<file path="config.mk">
export PLATFORM = sky130hd
export DESIGN_NAME = cic_decim_sequencer
export DESIGN_NICKNAME = d
export VERILOG_FILES = /design/src/rtl/cic_seq_pkg.sv /design/src/rtl/cic_seq_phase_ctr.sv /design/src/rtl/cic_decim_sequencer.sv
export SDC_FILE = /design/constraint.sdc
export NUM_CORES = 1
export LEC_CHECK = 0
export ABC_AREA = 0
export ABC_CLOCK_PERIOD_IN_PS = 4900
export CAP_MARGIN = 0
export CORE_MARGIN = 2
export CORE_UTILIZATION = 50
export DETAILED_ROUTE_END_ITERATION = 10
export PLACE_DENSITY = 0.76
export SYNTH_ARGS = -nofsm -noshare
export SYNTH_HDL_FRONTEND = slang
export SYNTH_SLANG_ARGS = --single-unit
</file>
<file path="constraint.sdc">
create_clock -name clk_i -period 4.9 [get_ports clk_i]
set_input_delay 0.98 -clock clk_i [delete_from_list [all_inputs] [get_ports clk_i]]
set_output_delay 0.98 -clock clk_i [all_outputs]
set_load 0.02 [all_outputs]
</file>
<file path="src/rtl/cic_seq_pkg.sv">
// Shared types and limits for the CIC decimation sequencer.
// Imported by cic_seq_phase_ctr and cic_decim_sequencer.
package cic_seq_pkg;

    typedef enum logic [1:0] {
        IDLE  = 2'd0,
        RUN   = 2'd1,
        DRAIN = 2'd2
    } seq_state_e;

    localparam int PIPE_LAT_MIN  = 1;
    localparam int PIPE_LAT_MAX  = 8;
    localparam int OUT_DEPTH_MIN = 1;
    localparam int OUT_DEPTH_MAX = 15;

    // Bits needed for a counter that must reach depth inclusive.
    function automatic int cnt_width(input int depth);
        return $clog2(depth + 1);
    endfunction

endpackage

</file>
<file path="src/rtl/cic_seq_phase_ctr.sv">
// Decimation phase counter: latches the run ratio and flags
// the sample that completes a decimation period.
module cic_seq_phase_ctr
    import cic_seq_pkg::*;
#(
    parameter int RATIO_WIDTH = 4
) (
    input  logic                   clk_i,
    input  logic                   rst_n_i,
    input  logic                   load_i,
    input  logic                   clear_i,
    input  logic                   accept_i,
    input  logic [RATIO_WIDTH-1:0] ratio_i,
    output logic [RATIO_WIDTH-1:0] phase_o,
    output logic                   last_o
);

    logic [RATIO_WIDTH-1:0] ratio_q;
    logic [RATIO_WIDTH-1:0] phase_q;

    // Stop discards a partial period even if a sample lands with it.
    always_ff @(posedge clk_i or negedge rst_n_i) begin
        if (!rst_n_i) begin
            ratio_q <= '0;
            phase_q <= '0;
        end else if (load_i) begin
            ratio_q <= ratio_i;
            phase_q <= '0;
        end else if (clear_i) begin
            phase_q <= '0;
        end else if (accept_i) begin
            phase_q <= last_o ? '0
                              : phase_q + RATIO_WIDTH'(1);
        end
    end

    assign last_o  = (phase_q == ratio_q - RATIO_WIDTH'(1));
    assign phase_o = phase_q;

endmodule

</file>
<file path="src/rtl/cic_decim_sequencer.sv">
// Enable sequencer for the CIC decimation chain with credit-based
// output backpressure. Optional CIC_SEQ_STATS_EN adds stat_out_cnt_o.
module cic_decim_sequencer
    import cic_seq_pkg::*;
#(
    parameter int RATIO_WIDTH = 4,
    parameter int PIPE_LAT    = 2,
    parameter int OUT_DEPTH   = 2,
    parameter int CNT_WIDTH   = 4
) (
    input  logic                   clk_i,
    input  logic                   rst_n_i,
    input  logic                   start_i,
    input  logic                   stop_i,
    input  logic [RATIO_WIDTH-1:0] ratio_i,
    input  logic                   s_valid_i,
    output logic                   s_ready_o,
    output logic                   integ_ena_o,
    output logic                   decim_ena_o,
    output logic                   comb_ena_o,
    output logic [RATIO_WIDTH-1:0] phase_o,
    output logic                   m_valid_o,
    input  logic                   m_ready_i,
    output logic                   busy_o,
    output logic                   cfg_err_o
`ifdef CIC_SEQ_STATS_EN
    ,
    output logic [15:0]            stat_out_cnt_o
`endif
);

    localparam logic [CNT_WIDTH:0] DEPTH_C =
        (CNT_WIDTH + 1)'(OUT_DEPTH);

    seq_state_e           state_q;
    seq_state_e           state_d;
    logic                 last_w;
    logic                 accept_w;
    logic                 load_w;
    logic                 halt_w;
    logic                 arrive_w;
    logic                 take_w;
    logic                 comb_q;
    logic                 cfg_err_q;
    logic [CNT_WIDTH-1:0] inflight_q;
    logic [CNT_WIDTH-1:0] pending_q;
    logic [CNT_WIDTH:0]   credit_w;

    assign load_w   = (state_q == IDLE) & start_i
                    & (ratio_i != '0);
    assign halt_w   = (state_q == RUN) & stop_i;
    assign credit_w = {1'b0, inflight_q} + {1'b0, pending_q};

    // Only the period-closing sample needs an output credit.
    assign s_ready_o   = (state_q == RUN)
                       & ~(last_w & (credit_w >= DEPTH_C));
    assign accept_w    = s_valid_i & s_ready_o;
    assign integ_ena_o = accept_w;
    assign decim_ena_o = accept_w & last_w;
    assign comb_ena_o  = comb_q;
    assign m_valid_o   = (pending_q != '0);
    assign take_w      = m_valid_o & m_ready_i;
    assign busy_o      = (state_q != IDLE);
    assign cfg_err_o   = cfg_err_q;

    cic_seq_phase_ctr #(
        .RATIO_WIDTH (RATIO_WIDTH)
    ) u_phase (
        .clk_i    (clk_i),
        .rst_n_i  (rst_n_i),
        .load_i   (load_w),
        .clear_i  (halt_w),
        .accept_i (accept_w),
        .ratio_i  (ratio_i),
        .phase_o  (phase_o),
        .last_o   (last_w)
    );

    // State register
    always_ff @(posedge clk_i or negedge rst_n_i) begin
        if (!rst_n_i) state_q <= IDLE;
        else          state_q <= state_d;
    end

    // Run control: drain leaves only when nothing is outstanding
    always_comb begin
        state_d = state_q;
        unique case (state_q)
            IDLE:    if (load_w) state_d = RUN;
            RUN:     if (stop_i) state_d = DRAIN;
            DRAIN:   if (inflight_q == '0 && pending_q == '0)
                         state_d = IDLE;
            default: state_d = IDLE;
        endcase
    end

    // Config error flag and comb enable stage
    always_ff @(posedge clk_i or negedge rst_n_i) begin
        if (!rst_n_i) begin
            cfg_err_q <= 1'b0;
            comb_q    <= 1'b0;
        end else begin
            comb_q <= decim_ena_o;
            if (state_q == IDLE && start_i)
                cfg_err_q <= (ratio_i == '0);
        end
    end

    generate
        if (PIPE_LAT == 1) begin : g_lat1
            assign arrive_w = decim_ena_o;
        end else begin : g_latn
            logic [PIPE_LAT-2:0] dly_q;
            logic [PIPE_LAT-1:0] sh_w;
            assign sh_w     = {dly_q, decim_ena_o};
            assign arrive_w = sh_w[PIPE_LAT-1];
            // Age read pulses toward the datapath output
            always_ff @(posedge clk_i or negedge rst_n_i) begin
                if (!rst_n_i) dly_q <= '0;
                else          dly_q <= sh_w[PIPE_LAT-2:0];
            end
        end
    endgenerate

    // In-flight and pending result counters
    always_ff @(posedge clk_i or negedge rst_n_i) begin
        if (!rst_n_i) begin
            inflight_q <= '0;
            pending_q  <= '0;
        end else begin
            unique case ({decim_ena_o, arrive_w})
                2'b10:   inflight_q <= inflight_q + CNT_WIDTH'(1);
                2'b01:   inflight_q <= inflight_q - CNT_WIDTH'(1);
                default: ;
            endcase
            unique case ({arrive_w, take_w})
                2'b10:   pending_q <= pending_q + CNT_WIDTH'(1);
                2'b01:   pending_q <= pending_q - CNT_WIDTH'(1);
                default: ;
            endcase
        end
    end

`ifdef CIC_SEQ_STATS_EN
    logic [15:0] stat_q;

    // Saturating output handshake count, cleared per run
    always_ff @(posedge clk_i or negedge rst_n_i) begin
        if (!rst_n_i)
            stat_q <= '0;
        else if (load_w)
            stat_q <= '0;
        else if (take_w && stat_q != 16'hFFFF)
            stat_q <= stat_q + 16'd1;
    end

    assign stat_out_cnt_o = stat_q;
`endif

    a_credit: assert property (
        @(posedge clk_i) disable iff (!rst_n_i)
        credit_w <= DEPTH_C
    );

    a_params: assert property (
        @(posedge clk_i)
        CNT_WIDTH >= cnt_width(OUT_DEPTH)
        && PIPE_LAT >= PIPE_LAT_MIN
        && PIPE_LAT <= PIPE_LAT_MAX
        && OUT_DEPTH >= OUT_DEPTH_MIN
        && OUT_DEPTH <= OUT_DEPTH_MAX
    );

endmodule

</file>
==> metrics.csv, run 1 <==
stage;metric;value;unit
logic_synthesis;async_reset_ff_share;100;%
logic_synthesis;yosys.area.top_type;dfrtp_1;
route;drt-initial-drc-count;15;
logic_synthesis;ys_seq_area_share;39.3;%
placed_design;dp_hpwl;1.92;mm
critical_path;cpPeakStageDelay;0.60;ns
floorplanning;die_x;54.5;um
timing;slew-limit-headroom;38.3;%
power;power_density;543;nW/um^2
cts;htree_levels;1;
grt;grt_pass1_wl;4.12;mm
route;vias;999;
cts;cts_resized;0;
cts;cts_buffers;3;
floorplanning;die_area;2970;sq um
cts;cts_buffer_depth;2;
layout;nNetsFinal;180;
placed_design;portBuffers;20;
logic_synthesis;synth_warnings;0;
timing;hold_violations;0;
timing;setup-tns-final;0;ns
cts;cts.sinks;20;
critical_path;critPathLaunchType;flip-flop;
cts;postCtsSetupBuffers;0;
route;firstDrtPassIters;4;
logic_synthesis;synth_edf_count;0;
floorplanning;coreArea;2450;sq um
cts;root_buffer;clkbuf_4;
power;vdd_drop_max;0.341;mV
grt;grt_pass1_vias;986;
worst_hold_path;hold_class;reg -> reg;
floorplanning;pin_count;21;
logic_synthesis;synthDistinctLibCells;28;
route;drc_errors;0;
critical_path;worstPathRequired;3.92;ns
placed_design;gp_congestion;0.728;
placed_design;pre_cts_ws;0.942;ns
run;cap_violations;0;
grt;gr-usage-all-layers;19.2;%
route;wl;2.43;mm
logic_synthesis;syn_area;1270;sq um
cts;cts_tree;done;
grt;antenna_found_initial;0;
timing;max_freq;232;MHz
cts;clkTransAtPathRegs;0.13;ns
power;power_leakage;0.739;nW
logic_synthesis;ys_ff_latch;20;
layout;n_antenna_cell;0;
route;ant_nets;0;
timing;setup_viol;0;
critical_path;path_cells;ha_1 > fa_1 > or4_1 > a211o_1 > a21oi_4 > and2_1 > clkdlybuf4s50_1;
critical_path;end_kind;output pin;
floorplanning;row_count;18;
critical_path;critPathKind;reg -> out;
route;viasPerCell;5.43;
floorplanning;dieHeight;54.5;um
logic_synthesis;synth_area_leaders;dfrtp_1 39%, ha_1 12%, nand2_1 5.6%;
cts;cts_hold_buf;0;
timing;finClkSkew;0.00835;ns
critical_path;crit_path_top_delay_cell;clkdlybuf4s50_1;
timing;rsz0062_at_grt;no;
layout;areaGrowthSynthToFinish;22.8;%
timing;fin_crit_sh;88.0;%
route;post_drt_wl_per_cell;13.2;um
critical_path;path_max_fanout;7;
timing;report.final.slew_viol_count;0;
timing;max_slew.worst_pin.slew;0.923;ns
grt;grt_max_degree;21;
logic_synthesis;synth_cells;130;
grt;grt_remaining_overflow;0;
logic_synthesis;syn_nets;155;
critical_path;cp.arrival;3.33;ns
logic_synthesis;syn_area_per_cell;9.81;sq um
logic_synthesis;yosysTopAreaCellShare;39.3;%
floorplanning;initial_utilization;51.9;%
logic_synthesis;ys.flop_type;dfrtp_1;
run_status;status;complete, no violations;
cts;worstSkewPairLatency;0.31;ns
layout;drive_gt1_share;5.19;%
timing;fin_ws;0.586;ns
critical_path;crit_buf_inv;1;
critical_path;crit_family;simple AND/OR/NAND/NOR gates;
timing;period_minus_slack;4.31;ns
sequential cells by signal, summed over array words and instances, names as in the netlist:
signal,cells
inflight_q,4
arrive_w,1
u_phase.ratio_q,4
u_phase.phase_o,4
state_q,2
pending_q,4
cfg_err_o,1
synthesized netlist by cell type, drive strengths merged (2+ instances only):
cell type and number:
dfrtp 20, nand2 19, inv 14, ha 12, o21ai 9, a21oi 7, xnor2 7, xor2 5
nor2 4, a21o 3, and2 3, fa 3, nor2b 3, a22o 2, mux2i 2, nand2b 2
nand3b 2, nor3 2, nor4 2, or2 2, or4 2
metrics by stage:
stage	hold WS (ns)	utilization, %	std cells	power [mW]	cell area [sq um]
floorplan	0.465	-	130	0.594	1270
detailed placement	0.482	61.6	180	0.718	1510
global placement	0.488	61.6	180	0.698	1510
CTS	0.513	63.8	184	0.859	1570
finish	0.510	63.8	184	0.850	1570
global route	0.540	63.8	184	0.921	1570
cell families after synthesis:
kind of cell | count (synthesis) | synth area share, %
buf+inv | 14 | 4.12
simple gates | 42 | 16.3
mux | 2 | 1.57
fa+ha+maj | 15 | 16.5
xor+xnor | 13 | 10.1
flops | 20 | 39.3
compound gates | 24 | 12.2
per-layer routing:
| metal | track usage, % | up-vias | part of all wire (%) |
|---|---|---|---|
| li1 | - | 486 | - |
| met3 | 2.73 | 0 | 3.5 |
| met4 | 6.67 | 0 | 0 |
| met1 | 24.2 | 496 | 44 |
| met2 | 33.3 | 17 | 53 |
| met5 | 0 | - | 0 |
cell type report:
| type | count | area, sq um |
|---|---|---|
| Clock inverter | 1 | 30.0 |
| Timing Repair Buffer | 20 | 200 |
| Fill cell | 213 | 890 |
| Clock buffer | 3 | 22.5 |
| Inverter | 14 | 52.6 |
| Multi-Input combinational cell | 96 | 722 |
| Sequential cell | 20 | 500 |
| Tap cell | 30 | 37.5 |
cells in the final DEF, fill, tap and decap left out, types with 3 or more instances in the layout:
cell type        count
dfrtp_1             20
o21ai_0              9
nand2_1             19
xor2_1               5
fa_1                 3
nor2_1               4
ha_1                12
clkbuf_4             3
inv_1               14
nor2b_1              3
xnor2_1              7
clkdlybuf4s50_1     20
a21o_1               3
a21oi_1              6
worst min-delay path: cells and delay by family (launching register included):
| family | cells | cell delay [ns] |
|---|---|---|
| flops | 1 | 0.38 |
| simple gates | 2 | 0.11 |
path summary, 6_finish.rpt:
kind                                                     start                             end  slack [ns]  cells after the start
worst max-delay path                 inflight_q[0]$_DFFE_PN0P_                     decim_ena_o        0.59                      7
worst min-delay path            u_phase.ratio_q[3]$_DFFE_PN0P_  u_phase.ratio_q[3]$_DFFE_PN0P_        0.51                      2
worst max register to register       inflight_q[0]$_DFFE_PN0P_       inflight_q[3]$_DFFE_PN0P_        1.25                     13
worst min register to register  u_phase.ratio_q[3]$_DFFE_PN0P_  u_phase.ratio_q[3]$_DFFE_PN0P_        0.51                      2
max in group asynchronous                              rst_n_i        pending_q[3]$_DFFE_PN0P_        3.16                      1
min in group asynchronous                              rst_n_i       inflight_q[1]$_DFFE_PN0P_        1.17                      1
power by group:
part / switching, mW / internal [mW] / total [mW]
logic: 0.207 / 0.207 / 0.414
registers: 0.0763 / 0.222 / 0.299
clock network: 0.0547 / 0.0827 / 0.137
Power figures use the tool's default switching activity.
==> run 2, diff against run 1 <==
--- a/config.mk
+++ b/config.mk
@@ -9,8 +9,10 @@
 export ABC_CLOCK_PERIOD_IN_PS = 4900
 export CAP_MARGIN = 0
+export CELL_PAD_IN_SITES_DETAIL_PLACEMENT = 1
+export CELL_PAD_IN_SITES_GLOBAL_PLACEMENT = 1
 export CORE_MARGIN = 2
-export CORE_UTILIZATION = 50
+export CORE_UTILIZATION = 43
 export DETAILED_ROUTE_END_ITERATION = 10
-export PLACE_DENSITY = 0.76
+export PLACE_DENSITY_LB_ADDON = 0.1
 export SYNTH_ARGS = -nofsm -noshare
 export SYNTH_HDL_FRONTEND = slang
==> constraint.sdc (replaced) <==
create_clock -name clk_i -period 4.9 [get_ports clk_i]
set_input_delay 0.735 -clock clk_i [delete_from_list [all_inputs] [get_ports clk_i]]
set_output_delay 0.735 -clock clk_i [all_outputs]
set_load 0.02 [all_outputs]
==> metrics.csv, run 2 (same netlist as run 1, synthesis figures left out) <==
stage;metric;value;unit;change
run_status;status;complete, no violations;;unchanged
timing;period_minus_slack;4.03;ns;was 4.31 ns
layout;final_util;55.7;%;was 63.8%
critical_path;path_cells;ha_1 > fa_1 > or4_1 > a211o_1 > a21oi_4 > and2_1 > clkdlybuf4s50_1;;unchanged
critical_path;crit_buf_inv;1;;unchanged
critical_path;critPathLaunchType;flip-flop;;unchanged
route;drt-initial-drc-count;22;;was 15
cts;cts_hold_buf;0;;unchanged
cts;cts_tree;done;;unchanged
layout;nNetsFinal;180;;unchanged
cts;cts.sinks;20;;unchanged
power;p_total;822;uW;was 850 uW
route;drc_errors;0;;unchanged
route;wl;2.80;mm;was 2.43 mm
power;swShare;42.0;%;was 39.8%
route;firstDrtPassIters;4;;unchanged
cts;postCtsSetupBuffers;0;;unchanged
critical_path;crit_family;simple AND/OR/NAND/NOR gates;;unchanged
power;internal_power;477;uW;was 512 uW
timing;report.final.slew_viol_count;0;;unchanged
critical_path;crit_path_top_delay_cell;clkdlybuf4s50_1;;unchanged
critical_path;reg2reg_to;inflight_q[3]$_DFFE_PN0P_;;unchanged
timing;whs;0.514;ns;was 0.510 ns
critical_path;path_max_fanout;7;;unchanged
layout;drive_gt1_share;5.19;%;unchanged
placed_design;portBuffers;20;;unchanged
critical_path;critPathKind;reg -> out;;unchanged
power;clkPwrFrac;12.0;%;was 16.2%
cts;root_buffer;clkbuf_4;;unchanged
timing;hold_violations;0;;unchanged
critical_path;r2r_slack;1.20;ns;was 1.25 ns
placed_design;gp_congestion;0.771;;was 0.728
power;p_seq_share;36.8;%;was 35.1%
floorplanning;row_count;19;;was 18
floorplanning;pin_count;21;;unchanged
route;ant_nets;0;;unchanged
cts;cts_buffers;3;;unchanged
cts;htree_levels;1;;unchanged
power;vdd_drop_max;0.328;mV;was 0.341 mV
timing;slew-limit-headroom;36.4;%;was 38.3%
power;power_density;530;nW/um^2;was 543 nW/um^2
worst_hold_path;hp-start;u_phase.ratio_q[3]$_DFFE_PN0P_;;unchanged
critical_path;cp.arrival;3.30;ns;was 3.33 ns
route;viasPerCell;5.25;;was 5.43
floorplanning;die_area;3420;sq um;was 2970 sq um
floorplanning;coreArea;2780;sq um;was 2450 sq um
critical_path;r2r_start;inflight_q[0]$_DFFE_PN0P_;;unchanged
cts;cts_buffer_depth;2;;unchanged
layout;areaGrowthSynthToFinish;21.6;%;was 22.8%
floorplanning;dieHeight;58.5;um;was 54.5 um
timing;fin_crit_sh;82.3;%;was 88.0%
timing;rsz0062_at_grt;no;;unchanged
critical_path;reg2regPathDepth;13;;unchanged
cts;cts_resized;0;;unchanged
critical_path;worstPathRequired;4.16;ns;was 3.92 ns
timing;finClkSkew;0.00415;ns;was 0.00835 ns
worst_hold_path;hold_class;reg -> reg;;unchanged
critical_path;end_kind;output pin;;unchanged
cts;clkTransAtPathRegs;0.12;ns;was 0.13 ns
grt;grt_pass1_wl;4.82;mm;was 4.12 mm
critical_path;cpPeakStageDelay;0.61;ns;was 0.60 ns
run;cap_violations;0;;unchanged
power;power_leakage;0.732;nW;was 0.739 nW
grt;grt_pass1_vias;1087;;was 986
timing;setup_viol;0;;unchanged
grt;grt_max_degree;21;;unchanged
grt;gr-usage-all-layers;18.9;%;was 19.2%
timing;max_slew.worst_pin.slew;0.950;ns;was 0.923 ns
floorplanning;die_x;58.5;um;was 54.5 um
layout;instances_no_fill;185;;was 184
layout;n_antenna_cell;0;;unchanged
power;p_sw;346;uW;was 338 uW
grt;grt_remaining_overflow;0;;unchanged
worst_hold_path;hold_path_end;u_phase.ratio_q[3]$_DFFE_PN0P_;;unchanged
route;post_drt_wl_per_cell;15.1;um;was 13.2 um
worst_hold_path;worstHoldPathCells;2;;unchanged
placed_design;dp_hpwl;2.25;mm;was 1.92 mm
layout;layout_common_cells;20 x dfrtp_1, 20 x clkdlybuf4s50_1, 19 x nand2_1;;unchanged
route;vias;972;;was 999
timing;max_freq;248;MHz;was 232 MHz
cts;worstSkewPairLatency;0.30;ns;was 0.31 ns
grt;antenna_found_initial;0;;unchanged
floorplanning;initial_utilization;45.8;%;was 51.9%
placed_design;place_inst;181;;was 180
timing;setup-tns-final;0;ns;unchanged
power;comb_power_share;51.3;%;was 48.7%
-- run 2: cell count changes in the layout (fill, tap and decap cells not counted), sizes merged --
cell,before,now
bufinv,1,0
clkbuf,3,4
-- run 2: worst max path at each step --
| stage | startpoint | end | slack [ns] | cells after the start |
|---|---|---|---|---|
| 6_report | inflight_q[0]$_DFFE_PN0P_ | decim_ena_o | 0.87 | 7 |
| 4_1_cts | inflight_q[0]$_DFFE_PN0P_ | decim_ena_o | 0.83 | 7 |
| 3_5_place_dp | inflight_q[0]$_DFFE_PN0P_ | decim_ena_o | 1.20 | 7 |
| 2_1_floorplan | inflight_q[0]$_DFFE_PN0P_ | inflight_q[3]$_DFFE_PN0P_ | 1.41 | 13 |
| 3_3_place_gp | inflight_q[0]$_DFFE_PN0P_ | decim_ena_o | 1.25 | 7 |
| 5_1_grt | inflight_q[0]$_DFFE_PN0P_ | decim_ena_o | 0.71 | 7 |
-- run 2: power groups by stage --
| stage | combinational (mW) | clock [mW] | sequential, mW |
|---|---|---|---|
| floorplan | 0.302 | 0 | 0.292 |
| global placement | 0.406 | 0 | 0.303 |
| detailed placement | 0.425 | 0 | 0.307 |
| CTS | 0.430 | 0.103 | 0.303 |
| global route | 0.478 | 0.109 | 0.312 |
| finish | 0.422 | 0.0984 | 0.302 |
-- run 2: layout make-up --
| class | count | area [sq um] |
|---|---|---|
| clock buffer | 4 | 36.3 |
| fill | 326 | 1230 |
| inverter | 14 | 52.6 |
| multi-input combinational | 96 | 722 |
| sequential | 20 | 500 |
| tap | 31 | 38.8 |
| timing repair buffer | 20 | 200 |
-- run 2: stage by stage --
step / area [sq um] / worst slack [ns]
2_1_floorplan: 1270 / 1.41
3_3_place_gp: 1510 / 1.25
3_5_place_dp: 1510 / 1.20
4_1_cts: 1550 / 0.834
5_1_grt: 1550 / 0.711
6_report: 1550 / 0.869
-- run 2: tightest hold or removal path, cell delays in order, from the launching register on --
cell and delay (ns):
dfrtp_1 0.38, nand2_1 0.06, nand2_1 0.06
-- run 2: per-layer routing --
| metal | share of wire, % | track usage, % |
|---|---|---|
| met5 | 0 | 0 |
| met4 | 0.64 | 7.64 |
| met3 | 3.3 | 2.86 |
| met2 | 53 | 34.3 |
| met1 | 43 | 22.0 |
==> run 3, diff against run 2 <==
ABC_CLOCK_PERIOD_IN_PS = 3550   (was 4900)
CORE_UTILIZATION = 36   (was 43)
clock period = 3.55 ns   (was 4.9 ns; I/O delays follow)
==> metrics.csv, run 3 (same netlist as run 1, synthesis figures left out) <==
stage;metric;value;unit;change
run_status;status;complete, no violations;;unchanged
timing;rsz0062_at_grt;no;;unchanged
critical_path;end_kind;flip-flop;;was output pin
placed_design;place_inst;200;;was 181
timing;slew-limit-headroom;35.2;%;was 36.4%
grt;grt_pass1_vias;1108;;was 1087
layout;nNetsFinal;186;;was 180
timing;period_minus_slack;3.38;ns;
layout;drive_gt1_share;9.38;%;was 5.19%
grt;gr-usage-all-layers;16.0;%;was 18.9%
layout;n_antenna_cell;0;;unchanged
power;vdd_drop_max;0.245;mV;was 0.328 mV
cts;clkTransAtPathRegs;0.12;ns;about the same
route;ant_nets;0;;unchanged
worst_hold_path;hold_class;reg -> reg;;unchanged
placed_design;pre_cts_ws;0.0693;ns;was 1.20 ns
timing;finClkSkew;0.00722;ns;was 0.00415 ns
layout;layout_common_cells;20 x dfrtp_1, 19 x nand2_1, 17 x clkdlybuf4s50_1;;was 20 x dfrtp_1, 20 x clkdlybuf4s50_1, 19 x nand2_1
power;power_density;734;nW/um^2;was 530 nW/um^2
route;firstDrtPassIters;3;;was 4
critical_path;cpPeakStageDelay;0.52;ns;was 0.61 ns
route;wl;2.94;mm;was 2.80 mm
critical_path;worstPathRequired;3.75;ns;was 4.16 ns
grt;antenna_found_initial;0;;unchanged
route;viasPerCell;5.02;;was 5.25
floorplanning;coreArea;3360;sq um;was 2780 sq um
floorplanning;dieHeight;63.5;um;was 58.5 um
layout;fillers;430;;was 326
critical_path;critPathLaunchType;flip-flop;;unchanged
cts;cts_buffer_depth;2;;unchanged
placed_design;gp_congestion;0.733;;was 0.771
timing;setup_viol;0;;unchanged
cts;htree_levels;1;;unchanged
power;p_sw;495;uW;was 346 uW
layout;instances_no_fill;206;;was 185
critical_path;critPathKind;reg -> reg;;was reg -> out
critical_path;crit_buf_inv;0;;was 1
floorplanning;die_area;4030;sq um;was 3420 sq um
timing;report.final.slew_viol_count;0;;unchanged
critical_path;path_cells;ha_1 > fa_1 > or4_1 > a211o_1 > a21oi_4 > nand2_1 > ha_1 > ha_1 > a21o_1 > a21oi_2 > xnor2_1 > nor2_1 > xor2_1;;was ha_1 > fa_1 > or4_1 > a211o_1 > a21oi_4 > and2_1 > clkdlybuf4s50_1
critical_path;crit_family;adder cells;;was simple AND/OR/NAND/NOR gates
critical_path;cp.arrival;3.59;ns;was 3.30 ns
route;drc_errors;0;;unchanged
power;internal_power;690;uW;was 477 uW
floorplanning;initial_utilization;37.9;%;was 45.8%
critical_path;crit_path_top_delay_cell;or4_1;;was clkdlybuf4s50_1
power;power_leakage;0.775;nW;was 0.732 nW
grt;grt_pass1_wl;5.05;mm;was 4.82 mm
cts;cts_buffers;3;;unchanged
timing;setup-tns-final;0;ns;unchanged
layout;final_util;48.0;%;was 55.7%
layout;areaGrowthSynthToFinish;26.6;%;was 21.6%
timing;max_freq;296;MHz;
timing;fin_crit_sh;95.3;%;
floorplanning;pin_count;21;;unchanged
grt;grt_max_degree;21;;unchanged
floorplanning;row_count;21;;was 19
placed_design;portBuffers;20;;unchanged
timing;whs;0.517;ns;was 0.514 ns
power;swShare;41.8;%;was 42.0%
cts;root_buffer;clkbuf_4;;unchanged
cts;cts.sinks;20;;unchanged
route;drt-initial-drc-count;24;;was 22
timing;hold_violations;0;;unchanged
route;vias;1035;;was 972
power;clkPwrFrac;11.8;%;was 12.0%
power;comb_power_share;54.3;%;was 51.3%
floorplanning;die_x;63.5;um;was 58.5 um
power;p_seq_share;33.9;%;was 36.8%
cts;worstSkewPairLatency;0.31;ns;was 0.30 ns
cts;cts_tree;done;;unchanged
placed_design;dp_hpwl;2.34;mm;was 2.25 mm
grt;grt_remaining_overflow;0;;unchanged
critical_path;crit_top_cell;ha_1;;
critical_path;path_max_fanout;3;;was 7
route;post_drt_wl_per_cell;14.3;um;was 15.1 um
layout;final_common_cell;dfrtp_1;;
run;cap_violations;0;;unchanged
timing;fin_ws;0.168;ns;was 0.869 ns
timing;max_slew.worst_pin.slew;0.968;ns;was 0.950 ns
cts;cts_hold_buf;0;;unchanged
run 3: changes by cell type in the layout (fill, tap and decap cells not counted):
cell / before / now
buf_4: 0 / 6
clkdlybuf4s50_1: 20 / 17
a21oi_1: 6 / 5
a21oi_2: 0 / 1
dlygate4sd2_1: 0 / 3
run 3: final cells by class:
type,count,area [sq um],share of cell area (%)
sequential,20,500,31.0
multi-input combinational,96,726,45.0
tap,46,57.6,3.57
timing repair buffer,26,241,15.0
clock buffer,4,36.3,2.25
inverter,14,52.6,3.26
run 3: worst paths after layout:
| path | cells after the start | end | slack, ns | startpoint |
|---|---|---|---|---|
| max | 13 | inflight_q[3]$_DFFE_PN0P_ | 0.17 | inflight_q[0]$_DFFE_PN0P_ |
| max in group asynchronous | 1 | pending_q[2]$_DFFE_PN0P_ | 2.22 | rst_n_i |
| min | 2 | u_phase.ratio_q[3]$_DFFE_PN0P_ | 0.52 | u_phase.ratio_q[3]$_DFFE_PN0P_ |
| min in group asynchronous | 1 | cfg_err_o$_DFFE_PN0P_ | 0.74 | rst_n_i |
| max reg2reg | 13 | inflight_q[3]$_DFFE_PN0P_ | 0.17 | inflight_q[0]$_DFFE_PN0P_ |
| min reg2reg | 2 | u_phase.ratio_q[3]$_DFFE_PN0P_ | 0.52 | u_phase.ratio_q[3]$_DFFE_PN0P_ |
run 3: repair_timing:
item	in CTS	in global routing
gates resized for setup	3	1
endpoints found under the setup margin	3	3
pin swaps	0	2
setup buffers	0	2
run 3: stage by stage:
step | power [mW] | instance area (sq um)
6_report | 1.19 | 1610
5_1_grt | 1.29 | 1610
4_1_cts | 1.19 | 1600
3_5_place_dp | 1.05 | 1560
3_3_place_gp | 1.00 | 1560
2_1_floorplan | 0.820 | 1270
run 3: power groups by stage:
stage	Clock, mW	Combinational [mW]	Sequential [mW]
final	0.140	0.644	0.402
after global placement	0	0.601	0.404
after detailed placement	0	0.640	0.409
after floorplan	0	0.417	0.403
after CTS	0.149	0.634	0.404
after global routing	0.154	0.720	0.418
run 3: per-layer routing:
layer	wire, um	track usage, %	vias to the layer above	part of all wire [%]
met4	27	3.26	0	0.92
met2	1600	31.7	15	54
met3	90	4.11	4	3.1
met1	1220	16.6	521	42
met5	0	0	-	0
li1	-	-	495	-
run 3: tightest hold or removal path, cell delays in order, from the launching register on:
cell and delay, ns:
dfrtp_1 0.38, nand2_1 0.06, nand2_1 0.05
